File: src/rtl/acc_readout_if.sv
// Handshake/bus bundle between the readout sequencer, the accumulator array,
// the UART TX and the command controller.
interface acc_readout_if #(
    parameter int SEL_W = 4
) ();
    logic             start;
    logic             busy;
    logic [7:0]       acc_byte;
    logic [SEL_W-1:0] sel;
    logic [7:0]       tx_data;
    logic             send;
    logic             out;
    logic             clear;
    logic             done;

    modport master (
        input  start, busy, acc_byte,
        output sel, tx_data, send, out, clear, done
    );

    modport slave (
        output start, busy, acc_byte,
        input  sel, tx_data, send, out, clear, done
    );
endinterface

File: src/rtl/acc_readout_seq.sv
// Reads the accumulator array byte by byte out over the UART TX, then clears it.
// Optional trailing XOR checksum byte when READOUT_CHECKSUM_EN is defined.
module acc_readout_seq #(
    parameter int NUM_BYTES   = 16,
    parameter int SEL_W       = 4,
    parameter int SETTLE      = 2,
    parameter int ACK_TIMEOUT = 15
) (
    input  logic          clk,
    input  logic          rst,
    acc_readout_if.master bus
);
    localparam int CNT_MAX = (SETTLE > ACK_TIMEOUT) ? SETTLE : ACK_TIMEOUT;
    localparam int CNT_W   = $clog2(CNT_MAX + 1) + 1;
    localparam logic [SEL_W-1:0] LAST_SEL = SEL_W'(NUM_BYTES - 1);

    typedef enum logic [3:0] {
        ST_IDLE,
        ST_SETTLE,
        ST_LOAD,
        ST_SEND,
        ST_ACK,
        ST_DRAIN,
        ST_NEXT,
`ifdef READOUT_CHECKSUM_EN
        ST_CKSUM,
`endif
        ST_FINISH
    } state_t;

    state_t           state_reg;
    logic [SEL_W-1:0] sel_reg;
    logic [7:0]       tx_data_reg;
    logic             send_reg;
    logic             out_reg;
    logic             clear_reg;
    logic             done_reg;
    logic [CNT_W-1:0] cnt_reg;
`ifdef READOUT_CHECKSUM_EN
    logic [7:0]       xor_reg;
    logic             cksum_sent_reg;
`endif

    always_ff @(posedge clk or posedge rst) begin
        if (rst) begin
            state_reg      <= ST_IDLE;
            sel_reg        <= '0;
            tx_data_reg    <= '0;
            send_reg       <= 1'b0;
            out_reg        <= 1'b0;
            clear_reg      <= 1'b0;
            done_reg       <= 1'b0;
            cnt_reg        <= '0;
`ifdef READOUT_CHECKSUM_EN
            xor_reg        <= '0;
            cksum_sent_reg <= 1'b0;
`endif
        end else begin
            send_reg  <= 1'b0;
            clear_reg <= 1'b0;
            done_reg  <= 1'b0;
            case (state_reg)
                ST_IDLE: begin
                    if (bus.start) begin
                        state_reg      <= ST_SETTLE;
                        out_reg        <= 1'b1;
                        sel_reg        <= '0;
                        cnt_reg        <= '0;
`ifdef READOUT_CHECKSUM_EN
                        xor_reg        <= '0;
                        cksum_sent_reg <= 1'b0;
`endif
                    end
                end
                ST_SETTLE: begin
                    if (cnt_reg == CNT_W'(SETTLE - 1)) begin
                        cnt_reg   <= '0;
                        state_reg <= ST_LOAD;
                    end else begin
                        cnt_reg <= cnt_reg + 1'b1;
                    end
                end
                ST_LOAD: begin
                    tx_data_reg <= bus.acc_byte;
`ifdef READOUT_CHECKSUM_EN
                    xor_reg     <= xor_reg ^ bus.acc_byte;
`endif
                    state_reg   <= ST_SEND;
                end
                ST_SEND: begin
                    // A TX still busy with the previous byte defers the pulse,
                    // so each byte gets exactly one send.
                    if (!bus.busy) begin
                        send_reg  <= 1'b1;
                        cnt_reg   <= CNT_W'(1);
                        state_reg <= ST_ACK;
                    end
                end
                ST_ACK: begin
                    if (bus.busy || (cnt_reg >= CNT_W'(ACK_TIMEOUT))) begin
                        state_reg <= ST_DRAIN;
                    end else begin
                        cnt_reg <= cnt_reg + 1'b1;
                    end
                end
                ST_DRAIN: begin
                    if (!bus.busy) begin
                        state_reg <= ST_NEXT;
                    end
                end
                ST_NEXT: begin
`ifdef READOUT_CHECKSUM_EN
                    if (cksum_sent_reg) begin
                        state_reg <= ST_FINISH;
                    end else if (sel_reg == LAST_SEL) begin
                        state_reg <= ST_CKSUM;
                    end else begin
                        sel_reg   <= sel_reg + 1'b1;
                        state_reg <= ST_LOAD;
                    end
`else
                    if (sel_reg == LAST_SEL) begin
                        state_reg <= ST_FINISH;
                    end else begin
                        sel_reg   <= sel_reg + 1'b1;
                        state_reg <= ST_LOAD;
                    end
`endif
                end
`ifdef READOUT_CHECKSUM_EN
                ST_CKSUM: begin
                    tx_data_reg    <= xor_reg;
                    cksum_sent_reg <= 1'b1;
                    state_reg      <= ST_SEND;
                end
`endif
                ST_FINISH: begin
                    clear_reg <= 1'b1;
                    done_reg  <= 1'b1;
                    out_reg   <= 1'b0;
                    sel_reg   <= '0;
                    state_reg <= ST_IDLE;
                end
                default: begin
                    state_reg <= ST_IDLE;
                end
            endcase
        end
    end

    assign bus.sel     = sel_reg;
    assign bus.tx_data = tx_data_reg;
    assign bus.send    = send_reg;
    assign bus.out     = out_reg;
    assign bus.clear   = clear_reg;
    assign bus.done    = done_reg;
endmodule

File: src/flat_wrapper.sv
// flat-port wrapper written by rule: the top's interface ports become plain ports
module acc_readout_seq_flat 
#(
    parameter int NUM_BYTES   = 16,
    parameter int SEL_W       = 4,
    parameter int SETTLE      = 2,
    parameter int ACK_TIMEOUT = 15
)
  (clk, rst, bus_start, bus_busy, bus_acc_byte, bus_sel, bus_tx_data, bus_send, bus_out, bus_clear, bus_done);
  acc_readout_if #(.SEL_W(SEL_W)) bus_i ();
  input  logic clk;
  input  logic rst;
  input wire logic [$bits(bus_i.start)-1:0] bus_start;
  input wire logic [$bits(bus_i.busy)-1:0] bus_busy;
  input wire logic [$bits(bus_i.acc_byte)-1:0] bus_acc_byte;
  output wire logic [$bits(bus_i.sel)-1:0] bus_sel;
  output wire logic [$bits(bus_i.tx_data)-1:0] bus_tx_data;
  output wire logic [$bits(bus_i.send)-1:0] bus_send;
  output wire logic [$bits(bus_i.out)-1:0] bus_out;
  output wire logic [$bits(bus_i.clear)-1:0] bus_clear;
  output wire logic [$bits(bus_i.done)-1:0] bus_done;
  assign bus_i.start = bus_start;
  assign bus_i.busy = bus_busy;
  assign bus_i.acc_byte = bus_acc_byte;
  assign bus_sel = bus_i.sel;
  assign bus_tx_data = bus_i.tx_data;
  assign bus_send = bus_i.send;
  assign bus_out = bus_i.out;
  assign bus_clear = bus_i.clear;
  assign bus_done = bus_i.done;
  acc_readout_seq #(.NUM_BYTES(NUM_BYTES), .SEL_W(SEL_W), .SETTLE(SETTLE), .ACK_TIMEOUT(ACK_TIMEOUT)) u_core (.clk(clk), .rst(rst), .bus(bus_i));
endmodule
File: config.mk
export PLATFORM = sky130hd
export DESIGN_NAME = acc_readout_seq_flat
export DESIGN_NICKNAME = d
export VERILOG_FILES = /design/src/rtl/acc_readout_if.sv /design/src/rtl/acc_readout_seq.sv /design/src/flat_wrapper.sv
export SDC_FILE = /design/constraint.sdc
export NUM_CORES = 1
export LEC_CHECK = 0
export CAP_MARGIN = 0
export CORE_MARGIN = 10
export CORE_UTILIZATION = 53
export CTS_CLUSTER_SIZE = 12
export DETAILED_ROUTE_END_ITERATION = 10
export PLACE_DENSITY_LB_ADDON = 0.08
export SLEW_MARGIN = 20
export SYNTH_ARGS = -nofsm -noshare
export SYNTH_HDL_FRONTEND = slang
export SYNTH_SLANG_ARGS = --single-unit
File: constraint.sdc
create_clock -name clk -period 6.5 [get_ports clk]
set_clock_uncertainty 0.05 [all_clocks]
set_input_delay 1.3 -clock clk [delete_from_list [all_inputs] [get_ports clk]]
set_output_delay 1.3 -clock clk [all_outputs]
set_load 0.01 [all_outputs]
# After elaboration in Yosys (flattened, before gate mapping)
# Index checks and enable logic that the tools add are counted.
# W data, S select, Z words.
# totals
register_bits	24
input_bits	12
word_cells	55
# op_classes
add_sub_neg	2
magnitude_cmp	1
eq_ne	16
muxes	20
n_reduce_logical	9
# ops
op	n
$mux W4	7
$pmux W4 S7	1
$mux W5	4
$pmux W5 S4	1
$eq A4 B3 Y1 const B	4
$pmux W4 S3	1
$ne A2 B2 Y1 const B	5
$eq A4 B2 Y1 const B	2
$add A5 B1 Y5 const B	1
$eq A5 B1 Y1 const B	1
$ge A5 B4 Y1 const B	1
$reduce_and A5 Y1	1
$add A4 B1 Y4 const B	1
$eq A4 B1 Y1 const B	1
$eq A4 B4 Y1 const B	1
$logic_not A4 Y1	1
$mux W1	4
$ne A2 B1 Y1 const B	2
$reduce_and A4 Y1	1
$reduce_bool A4 Y1	1
$mux W3	1
$reduce_and A3 Y1	1
$reduce_bool A3 Y1	1
$pmux W1 S2	1
other kinds (3)	3

# Depth between registers and ports, before layout
# logic_depth
ltp_word	4
depth_mapped	7
ltp_nobuf	7

# Worst setup path before layout
# OpenSTA, ideal clock, no wires.
# synth_path
path_type	input to register
start	in bus_busy
end	reg u_core.state_reg[1]
arrival_ns	2.437
setup_slack_ns	3.888
path_stages	4
path_buffers	0
cell_sequence	or3_4 > or3_1 > and4_4 > mux2_4
# synth_between
elab_chain_cells	3
word_cells_on_any_way	5
# synth_rtl
item	line	source
start, declared	flat_wrapper.sv:14	input wire logic [$bits(bus_i.busy)-1:0] bus_busy;
$logic_or A1 B1 Y1	acc_readout_seq.sv:100	if (bus.busy || (cnt_reg >= CNT_W'(ACK_TIMEOUT))) begin
$ne A2 B1 Y1 (no source line)	n/a	
$reduce_and A5 Y1 (no source line) (*)	n/a	
end signal, assigned	acc_readout_seq.sv:96	state_reg <= ST_ACK;
end signal, assigned	acc_readout_seq.sv:101	state_reg <= ST_DRAIN;
end signal, assigned	acc_readout_seq.sv:108	state_reg <= ST_NEXT;
end, declared	acc_readout_seq.sv:31	state_t state_reg;
# Every way passes the cells marked *; elsewhere a longest branch is shown, timed or not.
# A chain may end at the register's enable or synchronous reset.

# Worst setup path in the final report
# layout_path
start	in bus_busy
end	reg u_core.cnt_reg[1]
# layout_between
elab_chain_cells	3
word_cells_on_any_way	4
# layout_rtl
item	line	source
$logic_or A1 B1 Y1	acc_readout_seq.sv:100	
$ne A2 B2 Y1 (no source line)	n/a	
$reduce_and A4 Y1 (no source line) (*)	n/a	
end signal, assigned	acc_readout_seq.sv:80	cnt_reg <= cnt_reg + 1'b1;
end signal, assigned	acc_readout_seq.sv:103	cnt_reg <= cnt_reg + 1'b1;
end, declared	acc_readout_seq.sv:38	logic [CNT_W-1:0] cnt_reg;
# Marked as above.

==> run_results.csv <==
group,metric,value,unit
synthesis,synthTopCellsByArea,"dfrtp_1, ha_1, mux2_2, o21ai_0, nand2_1",
timing,whs,471,ps
run,drv_cap,0,
synthesis,synth_edf_count,0,
synthesis,synth_seq_cells,23,
route,drt_iter0_drc,40,
clock_network,clk_latency,300,ps
grt,antenna_found_initial,0,
timing,finalCritPeriodShare,43.8,%
route,drc,0,
grt,grt_max_degree,24,
timing,setup_viol,0,
grt,first_global_vias,980,
route,ant_nets,0,
timing,setup-tns-final,0,ps
cells_and_area,n_fill_cell,181,
route,drtPass1Iterations,4,
timing,hold_viol,0,
placement,place_congestion,0.871,
synthesis,synth_nets,138,
setup_path,worstPathMaxFanout,4,
setup_path,worst_ep_required_time,6650,ps
route,vias,961,
cells_and_area,drive_above_1_share,13.1,%
floorplan,rows,17,
synthesis,seq_area_frac_synth,45.2,%
floorplan,die_h,69,microns
timing,worst_slew_pin_slew,876,ps
setup_path,cp_data_arrival_time,3000,ps
synthesis,async_reset_ff_share,100,%
worst_hold_path,hold_start,"u_core.bus.tx_data[6]$_DFFE_PP0P_",
power_and_ir_drop,switchingPower,0.262,mW
floorplan,die_x,69,microns
synthesis,syn_inst,118,
clock_network,cts.sinks,23,
placement,place_area,1550,sq um
clock_network,cts_htree_levels,1,
worst_hold_path,min_path_type,"register to register",
outcome,outcome,"complete, no violations",
cells_and_area,fin_nets,166,
clock_network,clk_pin_slew,130,ps
floorplan,core-area,2250,sq um
grt,grt_overflow,0,
clock_network,cts_tree,"done",
synthesis,yosysWarnings,0,
synthesis,yosysTopAreaCell,"dfrtp_1",
cells_and_area,design_area,1580,sq um
grt,track_usage,10.4,%
timing,rsz0062_at_grt,"no",
floorplan,io-pin-count,28,
power_and_ir_drop,p_clk_share,9.6,%
clock_network,cts_setup_buffers,0,
power_and_ir_drop,seq_power_share,36.3,%
route,viasPerCell,5.55,
power_and_ir_drop,p_int,0.419,mW
timing,timing.final.crit_period,2850,ps
setup_path,end_kind,"register",
timing,drv_slew,0,
setup_path,r2r_end,"u_core.cnt_reg[1]$_DFFE_PP0P_",
setup_path,r2r_start,"u_core.cnt_reg[0]$_DFFE_PP0P_",
floorplan,initial_core_util,56.4,%
clock_network,post_cts_resized,0,
setup_path,worstSetupPathType,"input port to register",
placement,dpl.hpwl,2.00,mm
synthesis,synthFlopType,"dfrtp_1",
placement,portBuffers,27,
synthesis,yosysMostFrequentCell,"dfrtp_1",
cells_and_area,postLayoutCoreUtil,69.9,%
power_and_ir_drop,combinationalPowerShare,54.1,%
synthesis,synth_top_area_share,45.2,%
power_and_ir_drop,swShare,38.4,%
cells_and_area,antenna_cells,0,
grt,grt_pass1_wl,4.34,mm
setup_path,reg2reg_slack,4110,ps
route,routed_wl,2.53,mm
synthesis,synthesis.area,1270,sq um
worst_hold_path,whs_path_depth,1,
power_and_ir_drop,total_power,0.681,mW
cells_and_area,area_delta_synth_final,23.8,%
clock_network,ctsLongestPathBuffers,2,
power_and_ir_drop,powerDensity,432,nW/um^2
power_and_ir_drop,cellLeakagePower,0.702,nW
floorplan,dieArea,4760,sq um
clock_network,cts_hold_buf,0,
timing,max_clock_freq,351,MHz
power_and_ir_drop,ir_drop,280,uV
cells_and_area,largest_register_ffs,8,
clock_network,cts_root_buf,"clkbuf_4",
clock_network,numCtsBuffers,3,
worst_hold_path,hold_end,"u_core.bus.tx_data[6]$_DFFE_PP0P_",
setup_path,crit_path_start_kind,"input port",
setup_path,r2r_cells,7,
synthesis,synth_cell_type_count,42,
timing,slew_headroom,41.5,%
synthesis,ys_top_cells_by_count,"dfrtp_1, ha_1, mux2_2, nand2_1, nor2_1",
synthesis,syn_area_per_cell,10.8,sq um
route,avgRoutedWirePerCell,14.6,microns
[stage by stage]
step / cells / setup WS (ps)
5_1_grt: 173 / 3570
3_5_place_dp: 169 / 3330
4_1_cts: 173 / 3660
6_report: 173 / 3650
3_3_place_gp: 169 / 3370
2_1_floorplan: 118 / 3890
[cell usage in the layout, fill, tap and decap left out, drive strengths merged, types with 3 or more instances in the layout]
master	instances
o21ai	6
clkbuf	3
nand2	8
dfrtp	23
nor2b	3
clkdlybuf4s50	27
or3	3
nand3	4
ha	8
mux2	11
nor3	3
nor2	8
inv	7
[worst max-delay path, cell delays in order]
cell,delay [ps]
clkdlybuf4s50_1,470
or3_4,400
o21ba_1,210
nor3_2,280
mux2_1,340
[power by group through the flow]
| stage | clock [mW] | sequential [mW] | combinational (mW) |
|---|---|---|---|
| 6_report | 0.0653 | 0.247 | 0.368 |
| 5_1_grt | 0.0759 | 0.257 | 0.404 |
| 4_1_cts | 0.0694 | 0.248 | 0.372 |
| 3_5_place_dp | 0 | 0.251 | 0.371 |
| 3_3_place_gp | 0 | 0.247 | 0.365 |
| 2_1_floorplan | 0 | 0.250 | 0.244 |
[per-layer routing]
| layer | wire, microns | up-vias | GRT usage (%) |
|---|---|---|---|
| li1 | - | 481 | - |
| met1 | 1110 | 452 | 11.9 |
| met2 | 1210 | 24 | 17.4 |
| met3 | 183 | 4 | 3.57 |
| met4 | 33 | 0 | 3.55 |
| met5 | 0 | - | 0 |
[worst max path at each step]
stage	cells past startpoint	to	slack, ps	from
after floorplan	4	u_core.state_reg[1]$_DFFE_PP0P_	3890	bus_busy
after global placement	5	u_core.cnt_reg[1]$_DFFE_PP0P_	3370	bus_busy
after detailed placement	5	u_core.cnt_reg[1]$_DFFE_PP0P_	3330	bus_busy
after CTS	5	u_core.cnt_reg[1]$_DFFE_PP0P_	3660	bus_busy
after global routing	5	u_core.cnt_reg[4]$_DFFE_PP0P_	3570	bus_busy
final	5	u_core.cnt_reg[1]$_DFFE_PP0P_	3650	bus_busy
[cell type report]
cell class                 count  area (sq um)  share of cell area [%]
clock inverter                 1          5.00                   0.318
timing repair buffer          27           270                    17.2
multi-input combinational     84           641                    40.7
tap                           28          35.0                    2.22
sequential                    23           576                    36.5
clock buffer                   3          22.5                    1.43
inverter                       7          26.3                    1.67
[kinds of logic after synthesis]
family / after synthesis / synth area share (%)
DFF: 23 / 45.2
AOI/OAI and AO/OA: 26 / 14.8
and+or+nand+nor: 38 / 16.9
muxes: 12 / 10.8
buffers and inverters: 11 / 4.42
adders and majority gates: 8 / 7.87
(Power assumes the default switching activity.)
